--- config.mk ---
export PLATFORM = sky130hd
export DESIGN_NAME = vedic_mult_pipe
export DESIGN_NICKNAME = d
export VERILOG_FILES = /design/src/rtl/vedic_mult_pipe.sv
export SDC_FILE = /design/constraint.sdc
export NUM_CORES = 1
export LEC_CHECK = 0
export BUFFER_PORTS_ARGS = -buffer_cell sky130_fd_sc_hd__buf_4
export CAP_MARGIN = 20
export CORE_ASPECT_RATIO = 1.25
export CORE_MARGIN = 2
export CORE_UTILIZATION = 28
export DETAILED_ROUTE_END_ITERATION = 12
export GPL_TIMING_DRIVEN = 1
export PLACE_DENSITY = 0.54
export SYNTH_ARGS = -nofsm -noshare
export SYNTH_HDL_FRONTEND = slang
export SYNTH_SLANG_ARGS = --single-unit
--- constraint.sdc ---
create_clock -name clk -period 6.5 [get_ports clk]
set_input_delay 1.625 -clock clk [delete_from_list [all_inputs] [get_ports clk]]
set_output_delay 1.625 -clock clk [all_outputs]
set_load 0.05 [all_outputs]
--- src/rtl/vedic_mult_pipe.sv ---
// Three-stage pipelined WIDTH x WIDTH Vedic (Urdhva-Tiryagbhyam) multiplier with
// per-beat signed/unsigned mode, valid/ready handshakes and a sideband tag.
module vedic_mult_pipe #(
  parameter int unsigned WIDTH = 8,
  parameter int unsigned TAG_W = 4
) (
  input  logic               clk,
  input  logic               rst,
  input  logic               in_valid,
  output logic               in_ready,
  input  logic [WIDTH-1:0]   a,
  input  logic [WIDTH-1:0]   b,
  input  logic               sgn,
  input  logic [TAG_W-1:0]   in_tag,
  output logic               out_valid,
  input  logic               out_ready,
  output logic [2*WIDTH-1:0] c,
  output logic [TAG_W-1:0]   out_tag
);
  localparam int H  = int'(WIDTH) / 2;
  localparam int ND = H / 2;
  localparam int PW = 2 * int'(WIDTH);

  // 2x2 leaf cell: vertical and crosswise partial products with explicit carries.
  function automatic logic [3:0] vedic2(input logic [1:0] x, input logic [1:0] y);
    logic k1, s1, k2;
    k1 = (x[1] & y[0]) & (x[0] & y[1]);
    s1 = (x[1] & y[1]) ^ k1;
    k2 = (x[1] & y[1]) & k1;
    return {k2, s1, (x[1] & y[0]) ^ (x[0] & y[1]), x[0] & y[0]};
  endfunction

  // Builds the HxH product bottom-up: each level merges 2x2 groups of block
  // products into one block of twice the size, down from 2x2 leaf cells.
  function automatic logic [WIDTH-1:0] vedic_half(input logic [H-1:0] x,
                                                  input logic [H-1:0] y);
    logic [WIDTH-1:0] p [ND][ND];
    logic [WIDTH-1:0] t [ND][ND];
    for (int i = 0; i < ND; i++) begin
      for (int j = 0; j < ND; j++) begin
        p[i][j] = WIDTH'(vedic2(x[2*i +: 2], y[2*j +: 2]));
      end
    end
    for (int blk = 2; blk < H; blk = blk * 2) begin
      t = p;
      for (int i = 0; i < H / (2 * blk); i++) begin
        for (int j = 0; j < H / (2 * blk); j++) begin
          p[i][j] = (t[2*i+1][2*j+1] << (2 * blk))
                  + ((t[2*i+1][2*j] + t[2*i][2*j+1]) << blk)
                  + t[2*i][2*j];
        end
      end
    end
    return p[0][0];
  endfunction

  logic               stall;
  logic               v1_q, v1_d, v2_q, v2_d, v3_q, v3_d;
  logic               neg1_q, neg1_d, neg2_q, neg2_d;
  logic [WIDTH-1:0]   ma_q, ma_d, mb_q, mb_d;
  logic [WIDTH-1:0]   hh_q, hh_d, hl_q, hl_d, lh_q, lh_d, ll_q, ll_d;
  logic [TAG_W-1:0]   tag1_q, tag1_d, tag2_q, tag2_d, tag3_q, tag3_d;
  logic [2*WIDTH-1:0] c_q, c_d, prod;

  always_comb begin
    stall    = v3_q & ~out_ready;
    in_ready = ~stall;

    v1_d   = v1_q;
    ma_d   = ma_q;
    mb_d   = mb_q;
    neg1_d = neg1_q;
    tag1_d = tag1_q;
    v2_d   = v2_q;
    hh_d   = hh_q;
    hl_d   = hl_q;
    lh_d   = lh_q;
    ll_d   = ll_q;
    neg2_d = neg2_q;
    tag2_d = tag2_q;
    v3_d   = v3_q;
    c_d    = c_q;
    tag3_d = tag3_q;

    prod = {hh_q, {WIDTH{1'b0}}}
         + ((PW'(hl_q) + PW'(lh_q)) << H)
         + PW'(ll_q);

    // Global enable: a stall freezes every stage, bubbles included.
    if (!stall) begin
      v1_d = in_valid;
      if (in_valid) begin
        ma_d   = (sgn & a[WIDTH-1]) ? -a : a;
        mb_d   = (sgn & b[WIDTH-1]) ? -b : b;
        neg1_d = sgn & (a[WIDTH-1] ^ b[WIDTH-1]);
        tag1_d = in_tag;
      end

      v2_d = v1_q;
      if (v1_q) begin
        hh_d   = vedic_half(ma_q[WIDTH-1:H], mb_q[WIDTH-1:H]);
        hl_d   = vedic_half(ma_q[WIDTH-1:H], mb_q[H-1:0]);
        lh_d   = vedic_half(ma_q[H-1:0], mb_q[WIDTH-1:H]);
        ll_d   = vedic_half(ma_q[H-1:0], mb_q[H-1:0]);
        neg2_d = neg1_q;
        tag2_d = tag1_q;
      end

      v3_d = v2_q;
      if (v2_q) begin
        c_d    = neg2_q ? -prod : prod;
        tag3_d = tag2_q;
      end
    end

    out_valid = v3_q;
    c         = c_q;
    out_tag   = tag3_q;
  end

  always_ff @(posedge clk or posedge rst) begin
    if (rst) begin
      v1_q   <= 1'b0;
      ma_q   <= '0;
      mb_q   <= '0;
      neg1_q <= 1'b0;
      tag1_q <= '0;
      v2_q   <= 1'b0;
      hh_q   <= '0;
      hl_q   <= '0;
      lh_q   <= '0;
      ll_q   <= '0;
      neg2_q <= 1'b0;
      tag2_q <= '0;
      v3_q   <= 1'b0;
      c_q    <= '0;
      tag3_q <= '0;
    end else begin
      v1_q   <= v1_d;
      ma_q   <= ma_d;
      mb_q   <= mb_d;
      neg1_q <= neg1_d;
      tag1_q <= tag1_d;
      v2_q   <= v2_d;
      hh_q   <= hh_d;
      hl_q   <= hl_d;
      lh_q   <= lh_d;
      ll_q   <= ll_d;
      neg2_q <= neg2_d;
      tag2_q <= tag2_d;
      v3_q   <= v3_d;
      c_q    <= c_d;
      tag3_q <= tag3_d;
    end
  end

endmodule

==> impl_metrics.yaml <==
run_status:
  status: "complete, no violations"
timing:
  max_freq_mhz: 255
  fin_skew_ns: 0.00728
  layout_setup_ws_ns: 2.57
  setup_tns_ns: 0
  setup_viol: 0
  period_share_pct: 60.4
  period_needed_ns: 3.93
  slew_viol_final: 0
  tightestPinTransition_ns: 0.611
  final-hold-violation-count: 0
  holdWs_ns: 0.481
  maxSlewHeadroom_pct: 59.2
  rsz0062_at_grt: "no"
placement:
  place_congestion: 0.795
  post-dp-hpwl_um: 9900
  io_buffers: 46
  pre_cts_slack_ns: 2.52
power:
  p_per_area_nw_per_um2: 462
  switching_share_pct: 46.1
  comb_power_share_pct: 58.0
  intPower_uw: 1820
  seq_power_share_pct: 26.1
  p_switching_uw: 1560
  irDropWorstVdd_v: 0.000190
  p_leak_uw: 0.00370
  pwr-share-clk_pct: 15.9
clock_network:
  cts_buffers: 9
  path_clk_slew_ns: 0.07
  cts_hold_buf: 0
  htreeDepth: 3
  cts.path.max_buffers: 2
  clkSinkCount: 81
  cts_tree: "yes"
  clkLatencyLatePin_ns: 0.34
  root_buffer: "clkbuf_16"
  cts_setup_buffers: 0
  cts_resized: 0
worst_setup_path:
  reg2reg_slack_ns: 2.57
  path_depth: 17
  required_ns: 6.74
  crit_chain: "ha_1 > inv_1 > fa_1 > nor2b_1 > o21ai_0 > a21boi_0 > o21a_1 > nor2_1 > xnor2_1 > ha_1 > and2_1 > or4_1 > o21ai_0 > nor4_2 > nor4_2 > nand2_1 > o311ai_1"
  reg2reg_from: "hl_q[0]"
  crit_family: "simple AND/OR/NAND/NOR gates"
  cp-end-kind: "flop"
  slowest_delay_ns: 0.46
  reg2reg_depth: 17
  path_class: "flop to flop"
  cp-start-kind: "flop"
  cp_max_fo: 6
  worstPathArrival_ns: 4.17
  cp_num_buf_inv: 1
  cp_slowest_cell: "or4_1"
  reg2reg_to: "c[14]"
yosys:
  synth_nets: 788
  ys_ff_latch: 81
  ys_seq_area_share_pct: 32.2
  synthFlopType: "dfrtp_1"
  synth_area_leader_cell: "dfrtp_1"
  synth-edff-count: 0
  yosys_warnings: 0
  synthTopCellsByArea: "dfrtp_1 32%, ha_1 18%, and2_1 6.2%"
  synth_area_sq_um: 6300
  synth.top_cell.area_share_pct: 32.2
  avgSynthCellArea_sq_um: 9.50
  yosysUniqueCellTypes: 48
  async_flop_share_pct: 100
  syn_inst: 663
finish:
  final_common_cell: "ha_1"
  fillCellCount: 2288
  antenna_cells: 0
  final_cell_mix: "90 x ha_1, 81 x dfrtp_1, 78 x nand2_1"
  area_growth_pct: 16.0
  num-nets-final: 831
  ff_latch_area_sq_um: 2030
  multi_input_area_sq_um: 4110
  drive_above_1_share_pct: 13.9
grt:
  grt-ovfl-total: 0
  antenna_found_initial: 0
  grt_usage_pct: 11.3
  grt_pass1_vias: 4500
  grt_max_degree: 82
  grt_pass1_wl_um: 22100
hold_path:
  hp-start: "c[6]"
  hold_depth: 2
  hp-class: "flop to flop"
  whs_endpoint: "c[6]"
routing:
  vias: 4564
  ant_nets: 0
  drtIter0Drc: 167
  drt-total-wl_um: 12900
  first_pass_iters: 4
  wl_per_cell_um: 12.9
  viasPerCell: 4.59
  drc_errors: 0
die:
  die_w_um: 138
  row_count: 61
  die_area_sq_um: 23700
  die_h_um: 172
  ios: 47
  start_util_pct: 28.4
  core_sq_um: 22200
job:
  maxCapViolCount: 0
[cells in the mapped netlist (2+ instances only)]
library cell,number
or3_1,7
o21ai_0,58
nand4_1,2
o311ai_1,2
a21o_1,23
clkbuf_1,18
and2_1,62
nand2_1,79
nor3b_1,3
nor4_1,2
dfrtp_1,81
o21a_1,2
a21oi_1,26
a22oi_1,2
nor2b_1,6
xnor2_1,30
xor2_1,28
o31ai_1,4
o21bai_1,4
ha_1,90
nor4_2,2
fa_1,10
inv_1,24
nand3_1,9
o21ai_1,4
mux2i_1,4
nor3_1,4
or4_1,2
nand2b_1,4
nor2_1,25
a211o_1,2
a211oi_1,3
mux2_2,26
[worst min-delay path: stages (launching register included)]
cell,delay (ns)
dfrtp_1,0.34
nand2_1,0.05
o21ai_0,0.06
[worst max-delay path by stage]
stage / startpoint / to
2_1_floorplan: out_ready / in_ready
5_1_grt: hl_q[0] / c[14]
3_5_place_dp: hl_q[0] / c[14]
6_report: hl_q[0] / c[14]
4_1_cts: hl_q[0] / c[14]
3_3_place_gp: out_ready / in_ready
[routing by layer]
metal	vias to the layer above	global-route usage (%)	wire, um
met3	18	1.28	228
met2	43	19.6	6210
met5	-	0	0
li1	2400	-	-
met1	2103	14.4	6140
met4	0	4.88	295
[power by group through the flow]
stage	sequential [uW]	clock, uW	combinational [uW]
global placement	893	0	1950
CTS	888	553	1980
global route	916	576	2200
finish	881	538	1960
floorplan	1010	0	1380
detailed placement	899	0	1970
[area by class of cell]
class,instances,share of cell area (%)
flip-flops and latches,81,27.7
well taps,283,4.85
multi-input cells,539,56.2
clock buffers,10,3.27
repair buffers,51,5.69
inverters,24,1.25
clock inverters,6,0.993
[flip-flops by register name, indices dropped and copies added (netlist names), 4 cells and up]
| name | cells |
|---|---|
| mb_q | 8 |
| ma_q | 8 |
| tag2_q | 4 |
| hh_q | 8 |
| tag1_q | 4 |
| out_tag | 4 |
| lh_q | 8 |
| hl_q | 8 |
| ll_q | 8 |
| c | 16 |
[cells by family after synthesis]
kind of cell	synth area share (%)
multiplexers	5.28
adder cells (fa/ha/maj)	21.1
buffers and inverters	2.68
AND/OR/NAND/NOR	16.7
AO/OA/AOI/OAI	14.0
flip-flops	32.2
XOR/XNOR	8.06
[stage by stage]
step                instance area, sq um  total power [uW]  utilization, %  cells
finish                              7310              3380            32.9    994
global route                        7310              3700            32.9    994
CTS                                 7260              3420            32.7    992
detailed placement                  6950              2860            31.3    976
global placement                    6950              2840            31.3    976
floorplan                           6300              2390               -    663
No activity file was read; power rests on OpenSTA's default activity.
